[src/rtl/hmmm_pkg.sv]
// Shared constants and types for the hmmm program-load path.
// Widths match the core's 256-word, 16-bit instruction memory.
package hmmm_pkg;
  localparam int HMMM_ADDR_W = 8;
  localparam int HMMM_DATA_W = 16;
  localparam int FRAME_LEN   = 1 + HMMM_DATA_W;

  typedef enum logic [1:0] {IDLE, START, SHIFT, GAP} tx_state_e;
endpackage

[src/rtl/hmmm_prog_tx_if.sv]
// Host-side word push port of the program transmitter.
interface hmmm_prog_tx_if #(
  parameter int ADDR_W = 8,
  parameter int DATA_W = 16
);
  logic              wr_valid;
  logic              wr_ready;
  logic [ADDR_W-1:0] wr_addr;
  logic [DATA_W-1:0] wr_data;
  logic              finish;

  modport master (output wr_valid, wr_addr, wr_data, finish, input wr_ready);
  modport slave  (input wr_valid, wr_addr, wr_data, finish, output wr_ready);
endinterface

[src/rtl/hmmm_prog_fifo.sv]
// Small synchronous FIFO; push and pop in the same cycle are both honoured.
module hmmm_prog_fifo #(
  parameter int WIDTH = 24,
  parameter int DEPTH = 4
) (
  input  logic                     clk,
  input  logic                     rst,
  input  logic                     push,
  input  logic [WIDTH-1:0]         wdata,
  input  logic                     pop,
  output logic [WIDTH-1:0]         rdata,
  output logic                     full,
  output logic                     empty,
  output logic [$clog2(DEPTH):0]   count
);
  localparam int PW = $clog2(DEPTH);
  localparam int CW = PW + 1;

  logic [WIDTH-1:0] mem [DEPTH];
  logic [PW-1:0]    wptr, rptr;
  logic             do_push, do_pop;

  assign full    = (count == CW'(DEPTH));
  assign empty   = (count == '0);
  assign do_push = push && !full;
  assign do_pop  = pop && !empty;
  assign rdata   = mem[rptr];

  always_ff @(posedge clk) begin
    if (do_push) mem[wptr] <= wdata;
  end

  // Power-of-two depth lets the pointers wrap naturally.
  always_ff @(posedge clk or posedge rst) begin
    if (rst) begin
      wptr  <= '0;
      rptr  <= '0;
      count <= '0;
    end else begin
      if (do_push) wptr <= wptr + PW'(1);
      if (do_pop)  rptr <= rptr + PW'(1);
      case ({do_push, do_pop})
        2'b10:   count <= count + CW'(1);
        2'b01:   count <= count - CW'(1);
        default: count <= count;
      endcase
    end
  end
endmodule

[src/rtl/hmmm_prog_tx.sv]
// Serialises queued (addr, instr) pairs onto the core's pgrm_addr/pgrm_data
// lines and holds the core in reset for the whole load session.
module hmmm_prog_tx
  import hmmm_pkg::*;
#(
  parameter int ADDR_W     = HMMM_ADDR_W,
  parameter int DATA_W     = HMMM_DATA_W,
  parameter int FIFO_DEPTH = 4,
  parameter int GAP        = 2
) (
  input  logic              clk,
  input  logic              rst,
  hmmm_prog_tx_if.slave     host,
  output logic              pgrm_addr,
  output logic              pgrm_data,
  output logic              core_hold,
  output logic              busy,
  output logic [ADDR_W:0]   frames_sent
);
  localparam int CNT_W = $clog2(((DATA_W > GAP) ? DATA_W : GAP) + 1);
  localparam int CW    = $clog2(FIFO_DEPTH) + 1;

  tx_state_e                state, state_nx;
  logic [CNT_W-1:0]         cnt, cnt_nx;
  logic [ADDR_W-1:0]        addr_sr;
  logic [DATA_W-1:0]        data_sr;
  logic                     pop, shift, frame_done, out_a, out_d;
  logic                     push, fifo_full, fifo_empty, fin_pend;
  logic [ADDR_W+DATA_W-1:0] head;
  logic [CW-1:0]            fifo_count;

  assign push          = host.wr_valid && host.wr_ready;
  assign host.wr_ready = !fifo_full;

  hmmm_prog_fifo #(.WIDTH(ADDR_W + DATA_W), .DEPTH(FIFO_DEPTH)) u_fifo (
    .clk   (clk),
    .rst   (rst),
    .push  (host.wr_valid),
    .wdata ({host.wr_addr, host.wr_data}),
    .pop   (pop),
    .rdata (head),
    .full  (fifo_full),
    .empty (fifo_empty),
    .count (fifo_count)
  );

  // Line values are decided here for the cycle after the edge, so every
  // frame bit leaves a flop.
  always_comb begin
    state_nx   = state;
    cnt_nx     = cnt;
    pop        = 1'b0;
    shift      = 1'b0;
    frame_done = 1'b0;
    out_a      = 1'b0;
    out_d      = 1'b0;
    case (state)
      IDLE: if (!fifo_empty) begin
        state_nx = START;
        pop      = 1'b1;
        out_a    = 1'b1;
      end
      START: begin
        state_nx = SHIFT;
        shift    = 1'b1;
        out_a    = addr_sr[ADDR_W-1];
        out_d    = data_sr[DATA_W-1];
        cnt_nx   = CNT_W'(1);
      end
      SHIFT: if (cnt == CNT_W'(DATA_W)) begin
        state_nx   = hmmm_pkg::GAP;
        cnt_nx     = CNT_W'(1);
        frame_done = 1'b1;
      end else begin
        shift  = 1'b1;
        out_a  = addr_sr[ADDR_W-1];
        out_d  = data_sr[DATA_W-1];
        cnt_nx = cnt + CNT_W'(1);
      end
      hmmm_pkg::GAP: if (cnt == CNT_W'(GAP)) begin
        if (!fifo_empty) begin
          state_nx = START;
          pop      = 1'b1;
          out_a    = 1'b1;
        end else begin
          state_nx = IDLE;
        end
      end else begin
        cnt_nx = cnt + CNT_W'(1);
      end
      default: state_nx = IDLE;
    endcase
  end

  always_ff @(posedge clk or posedge rst) begin
    if (rst) begin
      state       <= IDLE;
      cnt         <= '0;
      addr_sr     <= '0;
      data_sr     <= '0;
      pgrm_addr   <= 1'b0;
      pgrm_data   <= 1'b0;
      frames_sent <= '0;
      busy        <= 1'b0;
    end else begin
      state     <= state_nx;
      cnt       <= cnt_nx;
      pgrm_addr <= out_a;
      pgrm_data <= out_d;
      busy      <= (state != IDLE) || (fifo_count != '0);
      if (frame_done) frames_sent <= frames_sent + (ADDR_W+1)'(1);
      // Address shifts in zeros, so it reads 0 once its bits are spent.
      if (pop) begin
        addr_sr <= head[DATA_W +: ADDR_W];
        data_sr <= head[DATA_W-1:0];
      end else if (shift) begin
        addr_sr <= {addr_sr[ADDR_W-2:0], 1'b0};
        data_sr <= {data_sr[DATA_W-2:0], 1'b0};
      end
    end
  end

  // Release waits for IDLE so the trailing gap of the last frame completes.
  always_ff @(posedge clk or posedge rst) begin
    if (rst) begin
      core_hold <= 1'b0;
      fin_pend  <= 1'b0;
    end else if (core_hold && fin_pend && fifo_empty && state == IDLE && !push) begin
      core_hold <= 1'b0;
      fin_pend  <= 1'b0;
    end else begin
      if (push) core_hold <= 1'b1;
      if (host.finish && (core_hold || push)) fin_pend <= 1'b1;
    end
  end
endmodule
[src/flat_wrapper.sv]
// flat-port wrapper written by rule: the top's interface ports become plain ports
module hmmm_prog_tx_flat import hmmm_pkg::*;
#(
  parameter int ADDR_W     = HMMM_ADDR_W,
  parameter int DATA_W     = HMMM_DATA_W,
  parameter int FIFO_DEPTH = 4,
  parameter int GAP        = 2
)
  (clk, rst, pgrm_addr, pgrm_data, core_hold, busy, frames_sent, host_wr_valid, host_wr_addr, host_wr_data, host_finish, host_wr_ready);
  hmmm_prog_tx_if #(.ADDR_W(ADDR_W), .DATA_W(DATA_W)) host_i ();
  input  logic clk;
  input  logic rst;
  output logic pgrm_addr;
  output logic pgrm_data;
  output logic core_hold;
  output logic busy;
  output logic [ADDR_W:0] frames_sent;
  input wire logic [$bits(host_i.wr_valid)-1:0] host_wr_valid;
  input wire logic [$bits(host_i.wr_addr)-1:0] host_wr_addr;
  input wire logic [$bits(host_i.wr_data)-1:0] host_wr_data;
  input wire logic [$bits(host_i.finish)-1:0] host_finish;
  output wire logic [$bits(host_i.wr_ready)-1:0] host_wr_ready;
  assign host_i.wr_valid = host_wr_valid;
  assign host_i.wr_addr = host_wr_addr;
  assign host_i.wr_data = host_wr_data;
  assign host_i.finish = host_finish;
  assign host_wr_ready = host_i.wr_ready;
  hmmm_prog_tx #(.ADDR_W(ADDR_W), .DATA_W(DATA_W), .FIFO_DEPTH(FIFO_DEPTH), .GAP(GAP)) u_core (.clk(clk), .rst(rst), .host(host_i), .pgrm_addr(pgrm_addr), .pgrm_data(pgrm_data), .core_hold(core_hold), .busy(busy), .frames_sent(frames_sent));
endmodule
[config.mk]
export PLATFORM = sky130hd
export DESIGN_NAME = hmmm_prog_tx_flat
export DESIGN_NICKNAME = d
export VERILOG_FILES = /design/src/rtl/hmmm_pkg.sv /design/src/rtl/hmmm_prog_tx_if.sv /design/src/rtl/hmmm_prog_fifo.sv /design/src/rtl/hmmm_prog_tx.sv /design/src/flat_wrapper.sv
export SDC_FILE = /design/constraint.sdc
export NUM_CORES = 1
export LEC_CHECK = 0
export BUFFER_PORTS_ARGS = -buffer_cell sky130_fd_sc_hd__buf_2
export CELL_PAD_IN_SITES_DETAIL_PLACEMENT = 1
export CELL_PAD_IN_SITES_GLOBAL_PLACEMENT = 1
export CORE_ASPECT_RATIO = 1.5
export CORE_UTILIZATION = 52
export DETAILED_ROUTE_END_ITERATION = 10
export GPL_TIMING_DRIVEN = 0
export PLACE_DENSITY_LB_ADDON = 0.1
export SLEW_MARGIN = 25
export SYNTH_ARGS = -nofsm -noshare
export SYNTH_HDL_FRONTEND = slang
export SYNTH_HIERARCHICAL = 1
export SYNTH_SLANG_ARGS = --single-unit
[constraint.sdc]
create_clock -name clk -period 3.6 [get_ports clk]
set_clock_uncertainty 0.1 [all_clocks]
set_input_delay 0.72 -clock clk [delete_from_list [all_inputs] [get_ports clk]]
set_output_delay 0.72 -clock clk [all_outputs]
set_load 0.03 [all_outputs]
==> results.md <==
- The flow ran to the end, and the final reports show no timing, DRC or antenna violations.
- The area growth from synthesis to layout is 15.9%.
- The compound-gate portion of the synthesized area is 2.82%.
- The setup slack after placement is about 0.14 ns.
- The fraction of synthesized cell area in xor and xnor cells is under 10%.
- The clock drives around 150 sinks.
- For this run the aggregate overflow at the end of global routing stands at 0.
- The cell area after synthesis is between 0.006 and 0.007 mm2.
- The source-to-sink clock delay at the later pin of the worst-skew pair is about 0.4 ns.
- The adder and majority gate portion of the synthesized area is between 3 and 4%.
- In the final layout, flip-flops and latches occupy approximately 0.0042 mm2.
- The library cells used most frequently in the layout, excluding fill and tap cells, are edfxtp_1 (96), dfrtp_1 (52), buf_2 (45), mux2_4 (36), inv_1 (19).
- The fraction of the cycle the final worst path needs is around 94%.
- After clock tree synthesis, the repair step resized 0 gates.
- The combinational family with the most area after synthesis is multiplexers.
- The reported leakage power is about 3 nW.
- The initial antenna violation count is 0.
- By area the synthesized netlist is led by edfxtp_1 (44%), dfrtp_1 (20%), mux2_4 (8.3%), mux4_2 (6.3%), ha_1 (2.7%).
- Across all hold checks on the routed design, the worst slack comes to 0.155 ns.
- The worst hold path belongs to the class input port to asynchronous set/reset pin.
- The final critical path time including I/O delays and setup is about 3.4 ns.
- For this run, the total global-route usage over all layers was measured as around a fifth.
- From left edge to right edge, the die measures about 93 um.
- The final non-filler cell total is 582.
- The startpoint class of the critical path is a flip-flop.
- The post-synth net total is 398.
- At the pin with the least slew margin, the transition time is 0.754 ns.
- The number of CTS-inserted buffers is 17.
- The count of hold-fix buffers inserted at cts is 0.
- The via count of the first global-routing pass is 3646.
- The largest individual stage delay along the critical path comes from the cell nor3_1.
- The final RePlAce weighted congestion is just over 0.7.
- In this run the vertical extent of the chip is approximately 140 um.
- Broken down by cell family, the worst path's largest delay share belongs to simple AND/OR/NAND/NOR gates.
- 0 antenna diodes ended up in the layout.
- Setup repair after global routing left no endpoint under its margin.
- The most used flip-flop cell after synthesis is edfxtp_1.
- The buffers plus inverters on the worst setup path is 3.
- The filler cells instantiated in the layout total approximately 1000.
- The total count of max-transition violations in the final report was 0.
- In this run the remaining antenna-violating nets after routing total 0.
- The floorplan die area is between 0.01 and 0.015 mm2.
- The starting density of the core is ~54%.
- The worst voltage drop across the vdd grid is ~0.65 mV.
- TritonCTS built the clock tree.
- In this design, the stage delay of the slowest critical-path cell is around 0.66 ns.
- The critical path capture point type is a flip-flop.
- In this run, synthesis inferred 96 flip-flops with an integrated enable.
- The post-CTS clock slew at the launch and capture registers of the worst setup and hold paths is 0.07 ns.
- The critical path is of the flip-flop to flip-flop type.
- The multiplexer share of the synthesized area is between 10% and 20%.
- The routed via count is around 3200.
- After detailed routing, the number of remaining DRC violations is 0.
- The number of rows created at floorplan is 49.
- The synthesized-area fraction occupied by and/or/nand/nor cells is approximately 4.6%.
- Summing the sequential cell areas from Yosys gives between 60 and 70% of the chip area.
- The number of detailed-routing iterations run before antenna repair is 4.
- The worst max-slew margin expressed relative to the limit is approximately half.
- During synthesis, Yosys emitted a total of 6 warnings.
- The post-route netlist has 38.5% of its cells at a drive strength greater than 1.
- Of the post-synthesis cell area, the dominant cell type holds between 40% and 50%.
- The wire length per cell is approximately 21 um.
- The core region is roughly 0.012 mm2.
- The hold violation count in the final report is 0.
- The per-instance average area after synthesis is roughly 18 um2.
- For the final routed database, the setup TNS stands at 0 ns.
- For the worst setup path, the data required time is 3.80 ns.
- Counting flops with an async set or reset pin after synthesis yields a share of roughly a third.
- The detail-routed via count per cell is around 5.5.
- The iteration-0 DRC count of the detailed router is 111.
- The total of flip-flops plus latches after synthesis is roughly 150.
- In this run the post-CTS setup repair buffer count came out at 0.
- Walking the worst path, the cells encountered are nor3_1 -> and2b_2 -> a31oi_4 -> buf_6 -> inv_1 -> o31a_1 -> ha_1 -> inv_1 -> fa_1 -> xor2_1 -> nor2_1 -> xor2_1.
- During placement, the flow inserted port buffers numbering just over 40.
- Setup violations remaining at the end of the flow were counted as 0.
- The number of instances in the synthesized netlist is ~360.
- The max-cap check violation count is 0.
- Summed over all layers, the routed wires come to approximately 12000 um.
- Detailed placement finished with a half-perimeter wire length of roughly 8000 um.
- Counting tap cells, the placed design contains a total of between 500 and 600 instances.
- The net count reported at finish is 459.
- The highest net fanout along the worst path is 10.
- The unique cell type count in the Yosys netlist is 52.
- The cell taking the most area after synthesis is edfxtp_1.
- The largest net degree at the start of global routing is 25.
- In this run the count of I/O pins placed on the die edge is 42.
- Measured in cells, the most critical reg-to-reg path has a length of 12.
- The depth of the CTS H-tree is 4.
- The critical path depth in cells is 12.
- The first global-routing pass estimated 19500 um of wire.
- At the worst endpoint, the arrival time is between 3 and 4 ns.
- The maximum count of clock buffers along a single path is 2.
- The total power divided by cell area is around 940 mW/mm2.
- The library cell used most frequently in the layout, excluding fill and tap cells, is edfxtp_1.
- The worst path meets setup with 0.205 ns of slack.
- The cell chosen for the clock root is clkbuf_16.
- For this run, the top clock speed supported by timing is roughly 290 MHz.
- The footprint of the multi-input gates is between 0.002 and 0.0025 mm2.
## worst register-to-register path, delay by kind of cell, from the launching register on
family | cells | cell delay [ns]
compound gates | 2 | 0.45
xor+xnor | 2 | 0.32
fa+ha+maj | 2 | 0.41
buf+inv | 3 | 0.46
flops | 1 | 0.46
simple gates | 3 | 1.08
## stage by stage
stage	power, mW	util (%)	instance area, um2
floorplan	4.74	-	6480
global placement	5.21	57.0	6880
detailed placement	5.34	57.2	6910
CTS	7.15	62.2	7510
global route	7.43	62.2	7510
finish	7.06	62.2	7510
## power by group
part	total [mW]	switching [mW]	internal, mW
Combinational	2.78	1.26	1.52
Sequential	2.51	0.219	2.29
Clock	1.77	0.729	1.04
## worst paths after layout
| check | start | endpoint | slack [ns] |
|---|---|---|---|
| min | rst | u_core/u_fifo/wptr[0] | 0.16 |
| min reg2reg | u_core/frames_sent[8] | u_core/frames_sent[8] | 0.37 |
| min in group clk | u_core/frames_sent[8] | u_core/frames_sent[8] | 0.37 |
| max reg2reg | u_core/u_fifo/count[0] | u_core/u_fifo/count[2] | 0.20 |
| max in group asynchronous | rst | u_core/data_sr[7] | 2.60 |
| max | u_core/u_fifo/count[0] | u_core/u_fifo/count[2] | 0.20 |
## registers in the layout, summed over array words and instances (netlist names)
signal,flops
u_core/pgrm_data,1
u_core/u_fifo/wptr,2
u_core/state,2
u_core/core_hold,1
u_core/cnt,5
u_core/addr_sr,8
u_core/pgrm_addr,1
u_core/data_sr,16
u_core/busy,1
u_core/frames_sent,9
u_core/u_fifo/mem,96
u_core/fin_pend,1
u_core/u_fifo/rptr,2
u_core/u_fifo/count,3
## kinds of logic after synthesis
family | Yosys count
buffers and inverters | 33
flip-flops | 148
AO/OA/AOI/OAI | 25
adder cells (fa/ha/maj) | 15
AND/OR/NAND/NOR | 46
XOR/XNOR | 16
multiplexers | 72
## cell usage after synthesis, types with 2 or more instances
library cell and n:
mux2i_1 3, and4_1 2, nand4_1 4, a31oi_1 2
nor2b_1 2, o21ai_0 5, and2_1 4, mux2_2 8
nor2_1 5, mux4_2 18, dfrtp_1 52, buf_2 4
ha_1 14, mux2_4 36, o2bb2ai_1 2, nand2_1 10
xor2_1 8, edfxtp_1 96, buf_12 2, and3_1 2
inv_1 20, buf_6 5, nor3_1 3, mux4_1 6
a21oi_1 6, nand3_1 3, xnor2_1 8
## area by class of cell
class	instances	area share (%)
Timing Repair Buffer	42	3.10
Clock buffer	17	5.66
Buffer	13	2.17
Multi-Input combinational cell	174	27.6
Sequential cell	148	55.7
Tap cell	153	2.55
Inverter	20	0.999
Clock inverter	15	2.27
## layer usage
layer	up-vias	GRT usage, %	part of all wire [%]
met5	-	0	0
met4	0	6.40	1.2
met3	11	4.82	2.6
met2	50	38.6	57
met1	1649	22.8	39
li1	1482	-	-
No activity file was read; power rests on OpenSTA's default activity.
